File: src/rtl/flit_eject.sv
// -----------------------------------------------------------------------------
// flit_eject
//   Destination-end ejector for the 10-bit router flit stream.
//   Each cycle one flit may arrive from a router output port. Flits whose
//   destination code matches LOCAL_DEST are captured into a DEPTH-entry FIFO
//   and handed to the local node over a valid/ready handshake. Every other
//   valid flit, and any local flit that finds the FIFO full, is re-emitted on
//   the pass port one cycle later so the router can deflect it.
//   Flit format: [9] golden bit, [8:6] destination code, [5:0] payload.
//
// Optional feature macro: EJECT_STATS_EN
//   When defined, adds the CNT_W parameter and the saturating statistics
//   outputs defl_cnt / ej_cnt. When undefined, those ports and counters are
//   absent and all other behaviour is unchanged.
//
// Ports
//   clk        in   1      single clock, rising edge
//   rst_n      in   1      synchronous active-low reset
//   in_flit    in   10     flit from router output port
//   in_vld     in   1      in_flit valid (no backpressure)
//   pass_flit  out  10     registered flit returned to router
//   pass_vld   out  1      pass_flit valid
//   ej_flit    out  10     FIFO head flit to local node
//   ej_vld     out  1      FIFO non-empty (registered)
//   ej_rdy     in   1      local node accepts ej_flit
//   ej_full    out  1      FIFO holds DEPTH entries (registered)
//   defl_cnt   out  CNT_W  local flits deflected by a full FIFO (stats only)
//   ej_cnt     out  CNT_W  flits delivered to local node (stats only)
// -----------------------------------------------------------------------------
module flit_eject #(
  parameter int unsigned DEPTH      = 4,
  parameter logic [2:0]  LOCAL_DEST = 3'b010
`ifdef EJECT_STATS_EN
  , parameter int unsigned CNT_W    = 8
`endif
) (
  input  logic             clk,
  input  logic             rst_n,
  input  logic [9:0]       in_flit,
  input  logic             in_vld,
  output logic [9:0]       pass_flit,
  output logic             pass_vld,
  output logic [9:0]       ej_flit,
  output logic             ej_vld,
  input  logic             ej_rdy,
  output logic             ej_full
`ifdef EJECT_STATS_EN
  , output logic [CNT_W-1:0] defl_cnt,
  output logic [CNT_W-1:0] ej_cnt
`endif
);

  localparam int unsigned AW = $clog2(DEPTH);
  localparam int unsigned PW = AW + 1;
  localparam logic [PW-1:0] PTR_ONE = {{AW{1'b0}}, 1'b1};

  // ---------------------------------------------------------------------------
  // State
  // ---------------------------------------------------------------------------
  logic [DEPTH-1:0][9:0] mem_q, mem_d;
  logic [PW-1:0]         wr_ptr_q, wr_ptr_d;
  logic [PW-1:0]         rd_ptr_q, rd_ptr_d;
  logic                  ej_vld_q, ej_vld_d;
  logic                  ej_full_q, ej_full_d;
  logic [9:0]            pass_flit_q, pass_flit_d;
  logic                  pass_vld_q, pass_vld_d;

  // ---------------------------------------------------------------------------
  // Flit classification
  // ---------------------------------------------------------------------------
  logic is_local;
  logic wr_en;
  logic pop_en;
  logic pass_en;

  assign is_local = in_vld && (in_flit[8:6] == LOCAL_DEST);
  // Only the registered full flag gates the write: a pop in this same cycle
  // does not make room, the flit is deflected instead. This keeps ej_rdy out
  // of the write-enable path.
  assign wr_en    = is_local && !ej_full_q;
  assign pop_en   = ej_vld_q && ej_rdy;
  assign pass_en  = in_vld && (!is_local || ej_full_q);

  // ---------------------------------------------------------------------------
  // Next-state logic
  // ---------------------------------------------------------------------------
  always_comb begin
    mem_d       = mem_q;
    wr_ptr_d    = wr_ptr_q;
    rd_ptr_d    = rd_ptr_q;
    pass_flit_d = pass_flit_q;
    pass_vld_d  = pass_en;

    if (wr_en) begin
      mem_d[wr_ptr_q[AW-1:0]] = in_flit;
      wr_ptr_d                = wr_ptr_q + PTR_ONE;
    end
    if (pop_en) begin
      rd_ptr_d = rd_ptr_q + PTR_ONE;
    end
    // pass_flit holds its last value when nothing is passed.
    if (pass_en) begin
      pass_flit_d = in_flit;
    end

    // Occupancy flags are registered from the next pointers, so ej_vld and
    // ej_full never have a combinational path from the inputs.
    ej_vld_d  = (wr_ptr_d != rd_ptr_d);
    ej_full_d = (wr_ptr_d[AW] != rd_ptr_d[AW]) &&
                (wr_ptr_d[AW-1:0] == rd_ptr_d[AW-1:0]);
  end

  always_ff @(posedge clk) begin
    if (!rst_n) begin
      mem_q       <= '0;
      wr_ptr_q    <= '0;
      rd_ptr_q    <= '0;
      ej_vld_q    <= 1'b0;
      ej_full_q   <= 1'b0;
      pass_flit_q <= '0;
      pass_vld_q  <= 1'b0;
    end else begin
      mem_q       <= mem_d;
      wr_ptr_q    <= wr_ptr_d;
      rd_ptr_q    <= rd_ptr_d;
      ej_vld_q    <= ej_vld_d;
      ej_full_q   <= ej_full_d;
      pass_flit_q <= pass_flit_d;
      pass_vld_q  <= pass_vld_d;
    end
  end

  assign pass_flit = pass_flit_q;
  assign pass_vld  = pass_vld_q;
  assign ej_vld    = ej_vld_q;
  assign ej_full   = ej_full_q;
  // Head is read straight from the array; no output register.
  assign ej_flit   = mem_q[rd_ptr_q[AW-1:0]];

`ifdef EJECT_STATS_EN
  // ---------------------------------------------------------------------------
  // Saturating statistics counters
  // ---------------------------------------------------------------------------
  localparam logic [CNT_W-1:0] CNT_ONE = {{(CNT_W-1){1'b0}}, 1'b1};

  logic [CNT_W-1:0] defl_cnt_q, defl_cnt_d;
  logic [CNT_W-1:0] ej_cnt_q, ej_cnt_d;

  always_comb begin
    defl_cnt_d = defl_cnt_q;
    ej_cnt_d   = ej_cnt_q;
    if (is_local && ej_full_q && !(&defl_cnt_q)) begin
      defl_cnt_d = defl_cnt_q + CNT_ONE;
    end
    if (pop_en && !(&ej_cnt_q)) begin
      ej_cnt_d = ej_cnt_q + CNT_ONE;
    end
  end

  always_ff @(posedge clk) begin
    if (!rst_n) begin
      defl_cnt_q <= '0;
      ej_cnt_q   <= '0;
    end else begin
      defl_cnt_q <= defl_cnt_d;
      ej_cnt_q   <= ej_cnt_d;
    end
  end

  assign defl_cnt = defl_cnt_q;
  assign ej_cnt   = ej_cnt_q;
`endif

endmodule

File: config.mk
export PLATFORM = sky130hd
export DESIGN_NAME = flit_eject
export DESIGN_NICKNAME = d
export VERILOG_FILES = /design/src/rtl/flit_eject.sv
export SDC_FILE = /design/constraint.sdc
export NUM_CORES = 1
export LEC_CHECK = 0
export ABC_CLOCK_PERIOD_IN_PS = 3700
export CAP_MARGIN = 20
export CORE_UTILIZATION = 29
export DETAILED_ROUTE_END_ITERATION = 8
export DONT_BUFFER_PORTS = 1
export GPL_ROUTABILITY_DRIVEN = 0
export PLACE_DENSITY = 0.49
export SLEW_MARGIN = 10
export SYNTH_ARGS = -nofsm -noshare
export SYNTH_HDL_FRONTEND = slang
export SYNTH_SLANG_ARGS = --single-unit
export TNS_END_PERCENT = 10
File: constraint.sdc
create_clock -name clk -period 3.7 [get_ports clk]
set_input_delay 1.11 -clock clk [delete_from_list [all_inputs] [get_ports clk]]
set_output_delay 1.11 -clock clk [all_outputs]
set_load 0.02 [all_outputs]
==> impl_metrics.py <==
metrics = {
    "run_status": {
        "outcome": "finished clean",
    },
    "setup_path": {
        "path_buf_inv": 1,
        "crit_path_end_kind": "output port",
        "critPathMaxStageDelay_ps": 620,
        "reg2regPathDepth": 5,
        "crit_chain": "buf_4, mux4_2",
        "path_depth": 2,
        "path_delay_family": "multiplexers",
        "worstPathMaxFanout": 10,
        "crit_arrival_ps": 1700,
        "cp_data_required_time_ps": 2590,
        "crit_type": "register to output port",
        "slowest_stage": "mux4_2",
        "start_kind": "register",
    },
    "finish": {
        "syn_to_final_growth_pct": 10.29,
        "drive_above_1_share_pct": 12.81,
        "layout_commonest_cell": "dfxtp_1",
        "final_cell_area_mm2": 0.002815,
        "layout_common_cells": "dfxtp_1, a21boi_0, nand3_1",
        "utilization_pct": 33.59,
        "finalNonFillerCells": 347,
        "antenna_cells": 0,
        "nets": 258,
    },
    "sta": {
        "setup_slack_ps": 886.0,
        "fin_skew_ps": 7.941,
        "setup-violations-final": 0,
        "finalCritPeriodShare_pct": 76.05,
        "finalHoldViolCount": 0,
        "tns_ps": 0,
        "max_freq_mhz": 355.4,
        "worst_pin_slew_ps": 758.8,
        "slew-limit-headroom_pct": 49.42,
        "rsz0062_at_grt": "no",
        "post-route-min-period_ps": 2814,
        "final_max_slew_viol_count": 0,
    },
    "synth": {
        "synth_seq_cells": 59,
        "yosysTopAreaCellShare_pct": 46.27,
        "synthFlopType": "dfxtp_1",
        "synth_area_mm2": 0.002552,
        "ys_warn_count": 0,
        "synth-edff-count": 0,
        "synth-async-reset-ratio_pct": 0,
        "syn_avg_cell_area_um2": 10.59,
        "synthDistinctLibCells": 25,
        "synthTopCellsByArea": "dfxtp_1, mux4_2, a21boi_0, mux2i_1, nand3_1",
        "synth_area_leader_cell": "dfxtp_1",
        "synthCells": 241,
        "yosysSeqAreaShare_pct": 46.27,
        "syn-num-nets": 260,
    },
    "power_and_ir_drop": {
        "max-vdd-ir-drop_v": 0.0001296,
        "leakagePower_nw": 1.009,
        "power_density_mw_per_mm2": 459.5,
    },
    "flow_run": {
        "cap_violations": 0,
    },
    "clock_tree": {
        "cts_setup_buffers": 0,
        "cts-root-buf": "clkbuf_8",
        "cts_max_level": 3,
        "cts_tree": "built",
        "clkSinkCount": 59,
        "cts_buffers": 9,
        "clk_pin_slew_ps": 60,
        "cts.path.max_buffers": 2,
        "cts.repair.resized": 0,
        "clkLatencyLatePin_ps": 330,
        "hold_buffers": 0,
    },
    "die": {
        "die_area_mm2": 0.009181,
        "row_count": 33,
        "die_x_um": 95.82,
        "die_y_um": 95.82,
        "start_util_pct": 30.45,
        "ios": 37,
        "coreArea_mm2": 0.008382,
    },
    "global_route": {
        "grt_pass1_wl_mm": 8.956,
        "antenna_found_initial": 0,
        "globalRouteTotalUtil_pct": 13.70,
        "first_global_vias": 1662,
        "grt_max_degree": 60,
        "grt-ovfl-total": 0,
    },
    "hold_path": {
        "hold_depth": 2,
        "hold_path.class": "register to register",
    },
    "routing": {
        "postRouteAntennaNets": 0,
        "firstDrtPassIters": 4,
        "vias": 1693,
        "drtIter0Drc": 65,
        "drc": 0,
        "wl_per_cell_um": 16.39,
        "wirelength_mm": 5.686,
        "viasPerCell": 4.879,
    },
    "placement": {
        "place_area_mm2": 0.002634,
        "place_inst": 333,
        "pre_cts_ws_ps": 1213,
        "numPortBuffers": 0,
        "dp_hpwl_mm": 3.661,
    },
}
[worst min-delay path, stage by stage, from the launching register on]
cell and delay (ps):
dfxtp_1 310, inv_1 40, a21boi_0 60
[worst paths after layout]
| path | start | endpoint | slack [ps] |
|---|---|---|---|
| max | rd_ptr_q[0] | ej_flit[9] | 890 |
| min | mem_q[7] | mem_q[7] | 460 |
| max reg2reg | rd_ptr_q[1] | ej_full | 1450 |
| min reg2reg | mem_q[7] | mem_q[7] | 460 |
[power by group]
group          total (mW)  switching [mW]  leakage (nW)  internal [mW]
Combinational      0.0636          0.0301         0.436         0.0335
Clock               0.563           0.243        0.0950          0.320
Sequential          0.667          0.0202         0.478          0.647
[cell type report]
cell class	instances	area, um^2
multi-input cells	160	1276
clock buffers	11	141.4
clock inverters	3	40.04
well taps	105	131.4
repair buffers	3	22.52
flip-flops and latches	59	1181
fillers	875	5567
inverters	6	22.52
[routing by layer]
layer  wire length, um  up-vias  part of all wire (%)  global-route usage [%]
met5                 0        -                     0                       0
met4               140        0                   2.5                   7.463
met3               179       13                   3.1                   4.344
met2              2536       27                    45                   19.94
met1              2828      814                    50                   17.89
li1                  -      839                     -                       -
[cell families (layout without fill, tap and decap cells)]
kind of cell	count (synthesis)	count (layout)	share of synthesized area (%)
adders and majority gates	5	5	2.451
AOI/OAI and AO/OA	35	35	10.10
DFF	59	59	46.27
muxes	28	28	16.86
xor gates and xnor gates	6	6	2.598
buffers and inverters	22	23	3.725
and+or+nand+nor	86	86	17.99
[cells in the mapped netlist (2+ instances only)]
library cell and number:
dfxtp_1 59, clkbuf_1 11, nor2b_1 17, mux4_2 12
inv_1 6, buf_2 4, ha_1 5, and3_1 10
nand2_1 24, xor2_1 3, mux2i_1 16, nand3_1 25
a21boi_0 26, xnor2_1 2, and2_1 6, a21oi_1 3
o21a_1 3, and3b_1 2
[registers in the layout, summed over array words and instances, names as in the netlist]
signal,cells
ej_full,1
ej_vld,1
rd_ptr_q,3
wr_ptr_q,3
mem_q,40
pass_vld,1
pass_flit,10
[through the flow]
step	hold slack (ps)	total power [mW]
after floorplan	431.8	0.7391
after CTS	464.2	1.318
final	458.0	1.294
after global placement	449.7	0.7464
after global routing	487.0	1.349
after detailed placement	454.4	0.7472
Power figures use the tool's default switching activity.
